## config.mk

```make
export PLATFORM = sky130hd
export DESIGN_NAME = tlul_sram_bridge
export DESIGN_NICKNAME = d
export VERILOG_FILES = /design/src/rtl/tlul_sram_bridge.sv
export SDC_FILE = /design/constraint.sdc
export NUM_CORES = 1
export LEC_CHECK = 0
export ABC_AREA = 1
export CAP_MARGIN = 20
export CORE_MARGIN = 10
export CORE_UTILIZATION = 54
export DETAILED_ROUTE_END_ITERATION = 7
export GPL_TIMING_DRIVEN = 0
export PLACE_DENSITY = 0.91
export SYNTH_ARGS = -nofsm -noshare
export SYNTH_HDL_FRONTEND = slang
export SYNTH_SLANG_ARGS = --single-unit
```

## constraint.sdc

```tcl
create_clock -name clk_i -period 6.7 [get_ports clk_i]
set_input_delay 1.34 -clock clk_i [delete_from_list [all_inputs] [get_ports clk_i]]
set_output_delay 1.34 -clock clk_i [all_outputs]
set_load 0.02 [all_outputs]
```

## src/rtl/tlul_sram_bridge.sv

```systemverilog
// rtl/tlul_sram_bridge.sv - TL-UL device adapter in front of a single-port 32-bit word SRAM
//
// Purpose:
//   Accepts TL-UL A-channel requests, drives the SRAM macro combinationally on the
//   handshake edge, captures the SRAM read word one cycle later, and returns in-order
//   D-channel responses through a small response FIFO that absorbs D backpressure.
//
// Ports:
//   clk_i, rst_ni            clock, asynchronous active-low reset
//   a_*                      TL-UL A channel (request) from the crossbar
//   d_*                      TL-UL D channel (response) to the crossbar
//   ram_en_o/we_o/di_o/a_o   SRAM enable, byte write mask, write data, word address
//   ram_do_i                 SRAM read data, valid the cycle after ram_en_o
//
// Optional feature (macro TLUL_SRAM_RD_MASK_EN):
//   When defined, Get responses zero every byte whose a_mask_i bit was 0.

module tlul_sram_bridge #(
    parameter int          AW    = 12,
    parameter int          SRC_W = 8,
    parameter int          DEPTH = 4,
    parameter logic [31:0] BASE  = 32'h2000_0000
) (
    input  logic             clk_i,
    input  logic             rst_ni,
    input  logic             a_valid_i,
    output logic             a_ready_o,
    input  logic [2:0]       a_opcode_i,
    input  logic [1:0]       a_size_i,
    input  logic [31:0]      a_address_i,
    input  logic [3:0]       a_mask_i,
    input  logic [31:0]      a_data_i,
    input  logic [SRC_W-1:0] a_source_i,
    output logic             d_valid_o,
    input  logic             d_ready_i,
    output logic [2:0]       d_opcode_o,
    output logic [1:0]       d_size_o,
    output logic [SRC_W-1:0] d_source_o,
    output logic [31:0]      d_data_o,
    output logic             d_error_o,
    output logic             ram_en_o,
    output logic [3:0]       ram_we_o,
    output logic [31:0]      ram_di_o,
    output logic [AW-1:0]    ram_a_o,
    input  logic [31:0]      ram_do_i
);

    localparam int PW = (DEPTH > 1) ? $clog2(DEPTH) : 1;
    localparam int CW = $clog2(DEPTH + 1);

    typedef struct packed {
        logic [2:0]       op;
        logic [1:0]       size;
        logic [SRC_W-1:0] src;
        logic [31:0]      data;
        logic             err;
    } rsp_t;

    // A-channel decode and SRAM drive
    logic a_get, a_put, a_err, fire;

    always_comb begin
        a_get = (a_opcode_i == 3'd4);
        a_put = (a_opcode_i == 3'd0) || (a_opcode_i == 3'd1);
        a_err = !(a_get || a_put)
              || (a_address_i[31:AW+2] != BASE[31:AW+2])
              || ((a_size_i == 2'd2) && (a_address_i[1:0] != 2'b00))
              || ((a_opcode_i == 3'd0) && (a_mask_i != 4'hF));
    end

    logic [CW-1:0] cnt_q, cnt_d;

    // Outstanding count covers the capture stage plus FIFO, so a full count
    // guarantees the FIFO can never be pushed past DEPTH.
    assign a_ready_o = (cnt_q < CW'(DEPTH));
    assign fire      = a_valid_i && a_ready_o;
    assign ram_en_o  = fire && !a_err;
    assign ram_a_o   = a_address_i[AW+1:2];
    assign ram_di_o  = a_data_i;
    assign ram_we_o  = (ram_en_o && a_put) ? a_mask_i : 4'h0;

    // Capture stage: holds the request attributes while the SRAM read completes
    logic             cap_valid_q, cap_valid_d;
    logic             cap_get_q,   cap_get_d;
    logic             cap_err_q,   cap_err_d;
    logic [1:0]       cap_size_q,  cap_size_d;
    logic [SRC_W-1:0] cap_src_q,   cap_src_d;
`ifdef TLUL_SRAM_RD_MASK_EN
    logic [3:0]       cap_mask_q,  cap_mask_d;
`endif

    always_comb begin
        cap_valid_d = fire;
        cap_get_d   = cap_get_q;
        cap_err_d   = cap_err_q;
        cap_size_d  = cap_size_q;
        cap_src_d   = cap_src_q;
`ifdef TLUL_SRAM_RD_MASK_EN
        cap_mask_d  = cap_mask_q;
`endif
        if (fire) begin
            cap_get_d  = a_get;
            cap_err_d  = a_err;
            cap_size_d = a_size_i;
            cap_src_d  = a_source_i;
`ifdef TLUL_SRAM_RD_MASK_EN
            cap_mask_d = a_mask_i;
`endif
        end
    end

    rsp_t        push_rsp;
    logic [31:0] rd_word;

    always_comb begin
`ifdef TLUL_SRAM_RD_MASK_EN
        rd_word = ram_do_i & {{8{cap_mask_q[3]}}, {8{cap_mask_q[2]}},
                              {8{cap_mask_q[1]}}, {8{cap_mask_q[0]}}};
`else
        rd_word = ram_do_i;
`endif
        push_rsp.op   = {2'b00, cap_get_q};
        push_rsp.size = cap_size_q;
        push_rsp.src  = cap_src_q;
        push_rsp.err  = cap_err_q;
        push_rsp.data = (cap_err_q || !cap_get_q) ? 32'h0 : rd_word;
    end

    // Response FIFO
    rsp_t          mem_q [DEPTH];
    rsp_t          mem_d [DEPTH];
    logic [PW-1:0] wr_ptr_q, wr_ptr_d, rd_ptr_q, rd_ptr_d;
    logic [CW-1:0] fcnt_q, fcnt_d;
    logic          pop;

    function automatic logic [PW-1:0] ptr_inc(input logic [PW-1:0] p);
        return (p == PW'(DEPTH - 1)) ? '0 : p + PW'(1);
    endfunction

    assign d_valid_o  = (fcnt_q != '0);
    assign pop        = d_valid_o && d_ready_i;
    assign d_opcode_o = mem_q[rd_ptr_q].op;
    assign d_size_o   = mem_q[rd_ptr_q].size;
    assign d_source_o = mem_q[rd_ptr_q].src;
    assign d_data_o   = mem_q[rd_ptr_q].data;
    assign d_error_o  = mem_q[rd_ptr_q].err;

    always_comb begin
        mem_d    = mem_q;
        wr_ptr_d = wr_ptr_q;
        rd_ptr_d = rd_ptr_q;
        if (cap_valid_q) begin
            mem_d[wr_ptr_q] = push_rsp;
            wr_ptr_d        = ptr_inc(wr_ptr_q);
        end
        if (pop) begin
            rd_ptr_d = ptr_inc(rd_ptr_q);
        end
        fcnt_d = fcnt_q + CW'(cap_valid_q) - CW'(pop);
        cnt_d  = cnt_q + CW'(fire) - CW'(pop);
    end

    always_ff @(posedge clk_i or negedge rst_ni) begin
        if (!rst_ni) begin
            cap_valid_q <= 1'b0;
            cap_get_q   <= 1'b0;
            cap_err_q   <= 1'b0;
            cap_size_q  <= '0;
            cap_src_q   <= '0;
`ifdef TLUL_SRAM_RD_MASK_EN
            cap_mask_q  <= '0;
`endif
            for (int i = 0; i < DEPTH; i++) begin
                mem_q[i] <= '0;
            end
            wr_ptr_q <= '0;
            rd_ptr_q <= '0;
            fcnt_q   <= '0;
            cnt_q    <= '0;
        end else begin
            cap_valid_q <= cap_valid_d;
            cap_get_q   <= cap_get_d;
            cap_err_q   <= cap_err_d;
            cap_size_q  <= cap_size_d;
            cap_src_q   <= cap_src_d;
`ifdef TLUL_SRAM_RD_MASK_EN
            cap_mask_q  <= cap_mask_d;
`endif
            mem_q    <= mem_d;
            wr_ptr_q <= wr_ptr_d;
            rd_ptr_q <= rd_ptr_d;
            fcnt_q   <= fcnt_d;
            cnt_q    <= cnt_d;
        end
    end

endmodule

```

==> results by group, run 1 <==
Power
  • P_leak: 5.12 nW
  • Peak supply drop: 0.000268 V
  • P per Cell Area: 467 mW/mm2

Worst setup path
  • Top Family by Delay on Critical Path: buffers and inverters
  • CP max stage cell: clkdlybuf4s50_1
  • Worst Path Arrival: 3250 ps
  • WP buf/inv: 3
  • Crit path required time: 5360 ps
  • Worst setup EP type: output pin
  • CP cell instances: clkdlybuf4s50_1 -> inv_1 -> nor2_4 -> nand2_1 -> nor2_1 -> nand2_1 -> nor2_2 -> nand3_2 -> nor2_1 -> clkdlybuf4s50_1
  • WS Path Type: input pin to output pin
  • Slowest cell delay on critical path: 620 ps
  • CP Max Fanout: 8
  • Startpoint Class: input pin

Die
  • Initial Utilization: 0.548
  • Core area: 0.0165 mm2
  • Num ports: 214
  • Die W: 149 um
  • Die height: 149 um
  • Row Count: 47
  • Die area: 0.0223 mm2

Logic synthesis
  • Register area share after synthesis: 0.552
  • Main synth FF type: dfrtp_1
  • Post-synth EDFFs: 0
  • Syn avg cell area: 8.59 um2
  • Synth Area in Compound Gates: 0.188
  • Ys async rst share: 1.00
  • Largest family of logic cells by synthesized area: compound AO/OA/AOI/OAI gates
  • Yosys cell types: 25
  • Mux contribution to synthesized area: 0
  • Syn. warnings: 0
  • Xor/xnor share of the synthesized area: 0.00388
  • Yosys reg bits: 199
  • Simple-gate share of the synthesized area: 0.152
  • Area of the mapped netlist: 0.00903 mm2
  • Syn Inst Count: 1051
  • Synth Area in Adders: 0.0169

Clock network
  • H-tree depth: 4
  • Worst-skew pair later-pin latency: 450 ps
  • Post-CTS sizing: 0
  • Root buffer cell: clkbuf_16
  • Setup bufs post-CTS: 0
  • CTS tree: built
  • # hold bufs at CTS: 0
  • Worst-path clk slew: 60 ps
  • Clk buf depth: 2
  • Inserted Clock Buffers: 17
  • Clock Sinks: 199

Run
  • Max-cap check violation count: 0

Min path
  • HP Class: flip-flop to flip-flop

Timing
  • RSZ-0062 raised after global routing: no
  • Min Tclk post-route: 4590 ps
  • Final-report hold violation count: 0
  • Final Slew Violations: 0
  • Worst Skew: 8.51 ps
  • Headroom to the max-slew limit: 0.502
  • Setup Viol. Count Final: 0
  • Period utilization: 0.685
  • Slew @ Worst Pin: 747 ps
  • Maximum clock frequency: 218 MHz

Route
  • Final ANT Viol Nets: 0
  • Total Routed Length: 26800 um
  • Initial DRC Count: 941
  • Drt wl/cell: 18.2 um
  • Drt drc: 0
  • Detailed Routing Iterations Pass 1: 8
  • Via count: 8404
  • Vias/cell: 5.71

Finish
  • Final Util: 0.705
  • # nets final: 1367
  • Non-Filler Instances: 1472
  • N_diodes: 0
  • Area delta synth->final: 28.5%
  • Share of layout cells above drive strength 1: 0.0879

Global routing
  • Initial antenna violation count: 0
  • Tot GR Track Use: 0.237
  • First-pass GRT wire length: 42300 um
  • Largest net degree at the start of global routing: 102
  • Vias in the first global route: 8469
  • GRT overflow: 0

Placed design
  • DP Cell Count: 1440
  • HPWL after DPL: 18200 um
  • Count of input and output buffers: 167
  • Final GP Congestion: 0.856

Run status
  • Status: finished, final reports clean
cells in the mapped netlist (all sizes together) (2+ instances only):
cell    instances  area (um2)
a21oi           3        15.0
buf            75         502
clkbuf         40         150
dfrtp         199        4980
fa              2        40.0
ha              9         113
inv            36         135
nand2         241         915
nor2          114         438
o21ai         279        1400
o22ai          44         275
xnor2           2        17.5
xor2            2        17.5
metal layers:
layer / vias up / share of wire / track usage
met5: - / 0 / 0
met1: 4026 / 0.36 / 0.274
met4: 0 / 0.028 / 0.0947
met2: 496 / 0.50 / 0.396
li1: 3805 / - / -
met3: 77 / 0.11 / 0.0825
cell usage in the layout (no fill, tap or decap), types with 2 or more instances in the layout:
master / n
clkbuf_8: 7
inv_1: 34
buf_4: 54
o21ai_0: 151
ha_1: 9
nand2_2: 4
buf_2: 14
clkbuf_1: 41
buf_1: 7
nor2_1: 112
o22ai_1: 44
xor2_1: 2
a21oi_1: 3
nand2_1: 237
clkdlybuf4s50_1: 166
clkinv_2: 5
conb_1: 2
dfrtp_1: 199
o21ai_1: 128
inv_2: 2
fa_1: 2
xnor2_1: 2
clkbuf_16: 17
worst reg2reg max path, delay by kind of cell (launching register included):
family | cells | cell delay [ps]
fa+ha+maj | 3 | 860
buf+inv | 3 | 470
flops | 1 | 420
xor+xnor | 2 | 360
simple gates | 1 | 220
through the flow:
step	cell area, um2	total power, mW	hold slack, ps	TNS [ps]	worst slack, ps
finish	11600	5.42	479	0	2110
global route	11600	5.72	493	0	1900
CTS	11600	5.40	484	0	2080
detailed placement	11000	4.34	468	0	2090
global placement	11000	4.26	461	-735020	-3700
floorplan	9030	3.30	448	0	3090
sequential cells by signal (all words and copies together), names as in the netlist, 2 cells and up:
| register | count |
|---|---|
| fcnt_q | 3 |
| cap_size_q | 2 |
| cnt_q | 3 |
| mem_q | 176 |
| wr_ptr_q | 2 |
| cap_src_q | 8 |
| rd_ptr_q | 2 |
layout make-up:
cell class / count / area [um2]
timing repair buffer: 168 / 1700
clock inverter: 7 / 63.8
buffer: 115 / 652
tap: 220 / 275
multi-input combinational: 702 / 3270
sequential: 199 / 4980
fill: 1180 / 4860
clock buffer: 25 / 526
inverter: 36 / 135
final timing paths:
kind | from | endpoint | slack, ps | cells past startpoint
worst min register to register | cnt_q[0] | cnt_q[0] | 480 | 1
min in group asynchronous | rst_ni | mem_q[20] | 900 | 1
worst max register to register | cnt_q[2] | cnt_q[2] | 4290 | 9
worst max-delay path | a_valid_i | ram_we_o[3] | 2110 | 10
max in group asynchronous | rst_ni | cap_err_q | 4880 | 2
worst min-delay path | cnt_q[0] | cnt_q[0] | 480 | 1
cell families (layout without fill, tap and decap cells):
group                    count (synthesis)  in the layout
AND/OR/NAND/NOR                        358            358
AO/OA/AOI/OAI                          327            327
flip-flops                             199            199
buffers and inverters                  151            351
adder cells (fa/ha/maj)                 11             11
XOR/XNOR                                 4              4
other                                    1              2
power by group:
| group | switching [mW] | internal, mW |
|---|---|---|
| clock | 0.444 | 0.580 |
| sequential | 0.245 | 1.65 |
| combinational | 1.51 | 0.988 |
No activity file was read; power rests on OpenSTA's default activity.
==> run 2, diff against run 1 <==
--- a/config.mk
+++ b/config.mk
@@ -8,10 +8,10 @@
 export ABC_AREA = 1
 export CAP_MARGIN = 20
 export CORE_MARGIN = 10
-export CORE_UTILIZATION = 54
+export CORE_UTILIZATION = 50
 export DETAILED_ROUTE_END_ITERATION = 7
 export GPL_TIMING_DRIVEN = 0
-export PLACE_DENSITY = 0.91
+export PLACE_DENSITY = 0.85
 export SYNTH_ARGS = -nofsm -noshare
 export SYNTH_HDL_FRONTEND = slang
 export SYNTH_SLANG_ARGS = --single-unit
==> constraint.sdc (replaced) <==
create_clock -name clk_i -period 4.4 [get_ports clk_i]
set_input_delay 0.88 -clock clk_i [delete_from_list [all_inputs] [get_ports clk_i]]
set_output_delay 0.88 -clock clk_i [all_outputs]
set_load 0.02 [all_outputs]
==> run 2 against run 1 <==
  * Global-route usage is 1.7 points lower
  * Clock power grew 65%
  * Sequential cell count did not move
  * Register-to-register slack worse by 2300 ps
  * Combinational power up 51%
  * Worst setup slack got worse by 1400 ps
  * Sequential power increased by 52%
  * Worst hold slack got worse by 7.7 ps
  * Cell count up 0.61%
  * Non-clock buffer count stayed put
  * Largest cell class unchanged
  * Critical path depth down 5
==> results by group, run 2 (same netlist as run 1, synthesis figures left out) <==
Route
  • Drt wl/cell: 18.1 um
  • Vias/cell: 5.58
  • Via count: 8263
  • Total Routed Length: 26800 um
  • Initial DRC Count: 799
  • Detailed Routing Iterations Pass 1: 5
  • Final ANT Viol Nets: 0
  • Drt drc: 0

Timing
  • Headroom to the max-slew limit: 0.474
  • Slew @ Worst Pin: 789 ps
  • Setup TNS: 0 ps
  • Final-report hold violation count: 0
  • Setup Viol. Count Final: 0
  • Final Slew Violations: 0
  • Min Tclk post-route: 3690 ps
  • RSZ-0062 raised after global routing: no
  • Period utilization: 0.838
  • Final WS setup: 711 ps
  • Maximum clock frequency: 271 MHz
  • Worst Skew: 9.52 ps

Worst setup path
  • Startpoint Class: flip-flop
  • WS Path Type: flip-flop to output pin
  • Crit path required time: 3520 ps
  • CP Max Fanout: 10
  • Worst Path Arrival: 2810 ps
  • Worst setup EP type: output pin
  • Crit path launch: rd_ptr_q[1]
  • Worst R2R Start: cnt_q[2]

Finish
  • Fillers: 1445
  • # nets final: 1367
  • Commonest cells after routing, fill and taps aside: nand2_1 (237), dfrtp_1 (199), clkdlybuf4s50_1 (166)
  • Top reg by flops: mem_q
  • N_diodes: 0
  • Area delta synth->final: 29.1%
  • Design area: 0.0117 mm2
  • Max FFs per register: 176
  • Largest registers: mem_q: 176 flops, cap_src_q: 8 flops
  • Share of layout cells above drive strength 1: 0.0879
  • Commonest non-fill, non-tap cell in the layout: nand2_1

Die
  • Initial Utilization: 0.506
  • Core area: 0.0178 mm2
  • Die area: 0.0238 mm2
  • Die height: 154 um
  • Num ports: 214
  • Row Count: 49
  • Die W: 154 um

Min path
  • HP Class: input pin to asynchronous set/reset pin

Clock network
  • CTS tree: built
  • # hold bufs at CTS: 0
  • Worst-skew pair later-pin latency: 450 ps
  • Clock Sinks: 199
  • H-tree depth: 4
  • Setup bufs post-CTS: 0
  • Root buffer cell: clkbuf_16
  • Clk buf depth: 2
  • Post-CTS sizing: 0
  • Worst-path clk slew: 70 ps
  • Inserted Clock Buffers: 17

Placed design
  • Post-place setup slack: 693 ps
  • Count of input and output buffers: 167
  • Final GP Congestion: 0.835
  • Placed cell areas: 0.0110 mm2
  • HPWL after DPL: 18200 um

Global routing
  • GRT overflow: 0
  • Initial antenna violation count: 0
  • Vias in the first global route: 8338
  • First-pass GRT wire length: 42700 um
  • Largest net degree at the start of global routing: 106
  • Tot GR Track Use: 0.220

Run
  • Max-cap check violation count: 0

Power
  • P per Cell Area: 714 mW/mm2
  • Peak supply drop: 0.000427 V
  • P_leak: 5.13 nW

Run status
  • Status: finished, final reports clean
==> run 2: changes by cell type in the layout (fill, tap and decap cells not counted) <==
cell / before / now
clkbuf_8: 7 / 2
bufinv_16: 1 / 4
clkinvlp_4: 0 / 2
clkinv_2: 5 / 4
clkinv_4: 0 / 1
==> run 2: worst paths after layout <==
path / to / slack [ps] / cells past startpoint
hold / removal: mem_q[19] / 470 / 1
min in group clk_i: mem_q[125] / 480 / 2
setup / recovery: d_data_o[5] / 710 / 5
max in group asynchronous: mem_q[122] / 3000 / 2
hold reg to reg: mem_q[125] / 480 / 2
setup reg to reg: cnt_q[2] / 1960 / 9
==> run 2: area by class of cell <==
class / instances / area [um2] / share of cell area
flip-flops and latches: 199 / 4980 / 0.427
multi-input cells: 702 / 3270 / 0.280
repair buffers: 168 / 1700 / 0.146
plain buffers: 115 / 652 / 0.0559
clock buffers: 20 / 457 / 0.0392
well taps: 229 / 287 / 0.0246
clock inverters: 12 / 173 / 0.0148
inverters: 36 / 135 / 0.0116
==> run 2: power breakdown <==
| group | total [mW] | switching, mW | internal, mW |
|---|---|---|---|
| logic | 3.77 | 2.26 | 1.50 |
| clock network | 1.68 | 0.704 | 0.980 |
| registers | 2.87 | 0.364 | 2.51 |
==> run 2: metrics by stage <==
step	power [mW]	utilization	hold WS, ps	std cells
finish	8.32	0.653	471	1481
global route	8.85	0.653	506	1481
CTS	8.32	0.653	485	1481
detailed placement	6.61	0.618	467	1449
global placement	6.51	0.616	461	1448
floorplan	5.03	-	448	1052
==> run 2: per-layer routing <==
metal  global-route usage  part of all wire  vias up
met3               0.0707              0.10       68
li1                     -                 -     3801
met4               0.0846             0.026        0
met2                0.360              0.49      441
met5                    0                 0        -
met1                0.265              0.39     3953
==> run 2: worst max-delay path: stages (launching register included) <==
cell             delay, ps
dfrtp_1                530
inv_1                  320
clkbuf_1               410
o21ai_0                210
o22ai_1                240
clkdlybuf4s50_1        660
==> run 3, diff against run 2 <==
==> constraint.sdc (replaced) <==
create_clock -name clk_i -period 3.66 [get_ports clk_i]
set_input_delay 0.732 -clock clk_i [delete_from_list [all_inputs] [get_ports clk_i]]
set_output_delay 0.732 -clock clk_i [all_outputs]
set_load 0.02 [all_outputs]
==> run 3 against run 2 <==
  * Register-to-register slack lost 740 ps
  * Critical path type unchanged
  * Worst hold slack lost 150 ps
  * Worst setup slack lost 610 ps
  * Highest routed layer unchanged
  * Largest power group unchanged
  * Routed wire length is essentially flat
  * First-iteration DRC count grew 2.0%
  * Critical path depth grew 1
  * Design area is essentially flat
==> results by group, run 3 (same netlist as run 1, synthesis figures left out) <==
Global routing
  • First-pass GRT wire length: 42700 um
  • Largest net degree at the start of global routing: 106
  • Routing usage on met1: 0.265
  • Initial antenna violation count: 0
  • M2 GR Usage: 0.360
  • Vias in the first global route: 8338
  • Met3 Track Usage GR: 0.0707
  • Layer with the highest usage: met2
  • Tot GR Track Use: 0.220
  • GRT overflow: 0

Route
  • Via count: 8236
  • Detailed Routing Iterations Pass 1: 5
  • Drt drc: 0
  • Total Routed Length: 26800 um
  • Vias/cell: 5.56
  • Initial DRC Count: 815
  • Drt wl/cell: 18.1 um
  • Final ANT Viol Nets: 0

Worst setup path
  • CP max stage cell: clkdlybuf4s50_1
  • Setup crit end: d_source_o[0]
  • Slowest cell delay on critical path: 680 ps
  • Crit path launch: rd_ptr_q[0]
  • WS Path Type: flip-flop to output pin
  • Crit path required time: 2930 ps
  • CP cell instances: buf_2 -> inv_2 -> clkbuf_1 -> nor2_1 -> o22ai_1 -> clkdlybuf4s50_1
  • WP buf/inv: 4
  • Worst R2R Start: cnt_q[2]
  • Reg2reg end: cnt_q[2]
  • Crit. path cell count: 6
  • Reg-to-reg slack, setup: 1220 ps
  • Startpoint Class: flip-flop
  • R2R cell count: 9
  • Worst setup EP type: output pin
  • CP Max Fanout: 10
  • Top Family by Delay on Critical Path: buffers and inverters
  • Worst Path Arrival: 2830 ps

Timing
  • Period utilization: 0.972
  • Min Tclk post-route: 3560 ps
  • Final Slew Violations: 0
  • Final WS setup: 103 ps
  • Maximum clock frequency: 281 MHz
  • Slew @ Worst Pin: 793 ps
  • Final-report hold violation count: 0
  • Headroom to the max-slew limit: 0.471
  • Setup Viol. Count Final: 0
  • Hold slack: 324 ps
  • Worst Skew: 9.44 ps
  • RSZ-0062 raised after global routing: no
  • Setup TNS: 0 ps

Power
  • Net Sw Power: 4.01 mW
  • Int Pwr: 6.00 mW
  • Switching Share: 0.400
  • P_leak: 5.13 nW
  • Logic pwr share: 0.453
  • P per Cell Area: 859 mW/mm2
  • Clock group share of total power: 0.202
  • Flop pwr share: 0.345
  • Peak supply drop: 0.000513 V

Run status
  • Status: finished, final reports clean

Clock network
  • CTS tree: built
  • H-tree depth: 4
  • Clk buf depth: 2
  • Worst-skew pair later-pin latency: 450 ps
  • Root buffer cell: clkbuf_16
  • Setup bufs post-CTS: 0
  • Inserted Clock Buffers: 17
  • Clock Sinks: 199
  • Worst-path clk slew: 70 ps

Finish
  • Largest registers: mem_q: 176 flops, cap_src_q: 8 flops
  • Final Util: 0.653
  • Design area: 0.0117 mm2
  • Max FFs per register: 176
  • N_diodes: 0
  • Commonest non-fill, non-tap cell in the layout: nand2_1
  • Area delta synth->final: 29.1%
  • # nets final: 1367
  • Share of layout cells above drive strength 1: 0.0895
  • Top reg by flops: mem_q
  • Commonest cells after routing, fill and taps aside: nand2_1 (237), dfrtp_1 (199), clkdlybuf4s50_1 (166)

Die
  • Die W: 154 um
  • Core area: 0.0178 mm2
  • Initial Utilization: 0.506
  • Row Count: 49
  • Die area: 0.0238 mm2
  • Num ports: 214
  • Die height: 154 um

Placed design
  • Placed cell areas: 0.0110 mm2
  • Count of input and output buffers: 167
  • Final GP Congestion: 0.835
  • Post-place setup slack: 249 ps
  • HPWL after DPL: 18200 um

Run
  • Max-cap check violation count: 0

Min path
  • HP Class: input pin to asynchronous set/reset pin
run 3: stage by stage:
stage               power, mW  std cells
floorplan                6.05       1052
CTS                      10.0       1481
global placement         7.83       1448
global route             10.6       1481
finish                   10.0       1481
detailed placement       7.95       1449
run 3: layer usage:
| metal | up-vias | part of all wire |
|---|---|---|
| met5 | - | 0 |
| met4 | 0 | 0.025 |
| met3 | 60 | 0.10 |
| met2 | 458 | 0.49 |
| met1 | 3907 | 0.38 |
| li1 | 3811 | - |
run 3: power by group through the flow:
stage / logic (mW) / registers (mW) / clock network [mW]
after CTS: 4.54 / 3.44 / 2.03
after global placement: 4.39 / 3.44 / 0
final: 4.53 / 3.46 / 2.02
after floorplan: 2.69 / 3.35 / 0
after detailed placement: 4.49 / 3.46 / 0
after global routing: 4.97 / 3.53 / 2.14
run 3: how the worst min path moves through the flow:
stage / to / slack [ps] / cells after the start
floorplan: cap_err_q / 440 / 0
global placement: mem_q[114] / 460 / 2
detailed placement: mem_q[80] / 470 / 2
CTS: mem_q[27] / 370 / 1
global route: mem_q[21] / 390 / 1
finish: mem_q[21] / 320 / 1
run 3: worst reg2reg max path: cells and delay by family, from the launching register on:
family	cells	cell delay, ps
and+or+nand+nor	1	240
adders and majority gates	3	860
xor gates and xnor gates	2	360
buffers and inverters	3	480
DFF	1	430
run 3: final cells by class:
| cell class | instances | area (um2) |
|---|---|---|
| inverter | 36 | 135 |
| fill | 1444 | 6190 |
| multi-input combinational | 702 | 3270 |
| timing repair buffer | 168 | 1700 |
| clock buffer | 20 | 457 |
| buffer | 115 | 654 |
| sequential | 199 | 4980 |
| clock inverter | 12 | 173 |
| tap | 229 | 287 |
run 3: repair_timing:
item	4_1_cts	5_1_grt
resized for setup	0	4
hold buffers	0	0
setup endpoints to repair	0	2
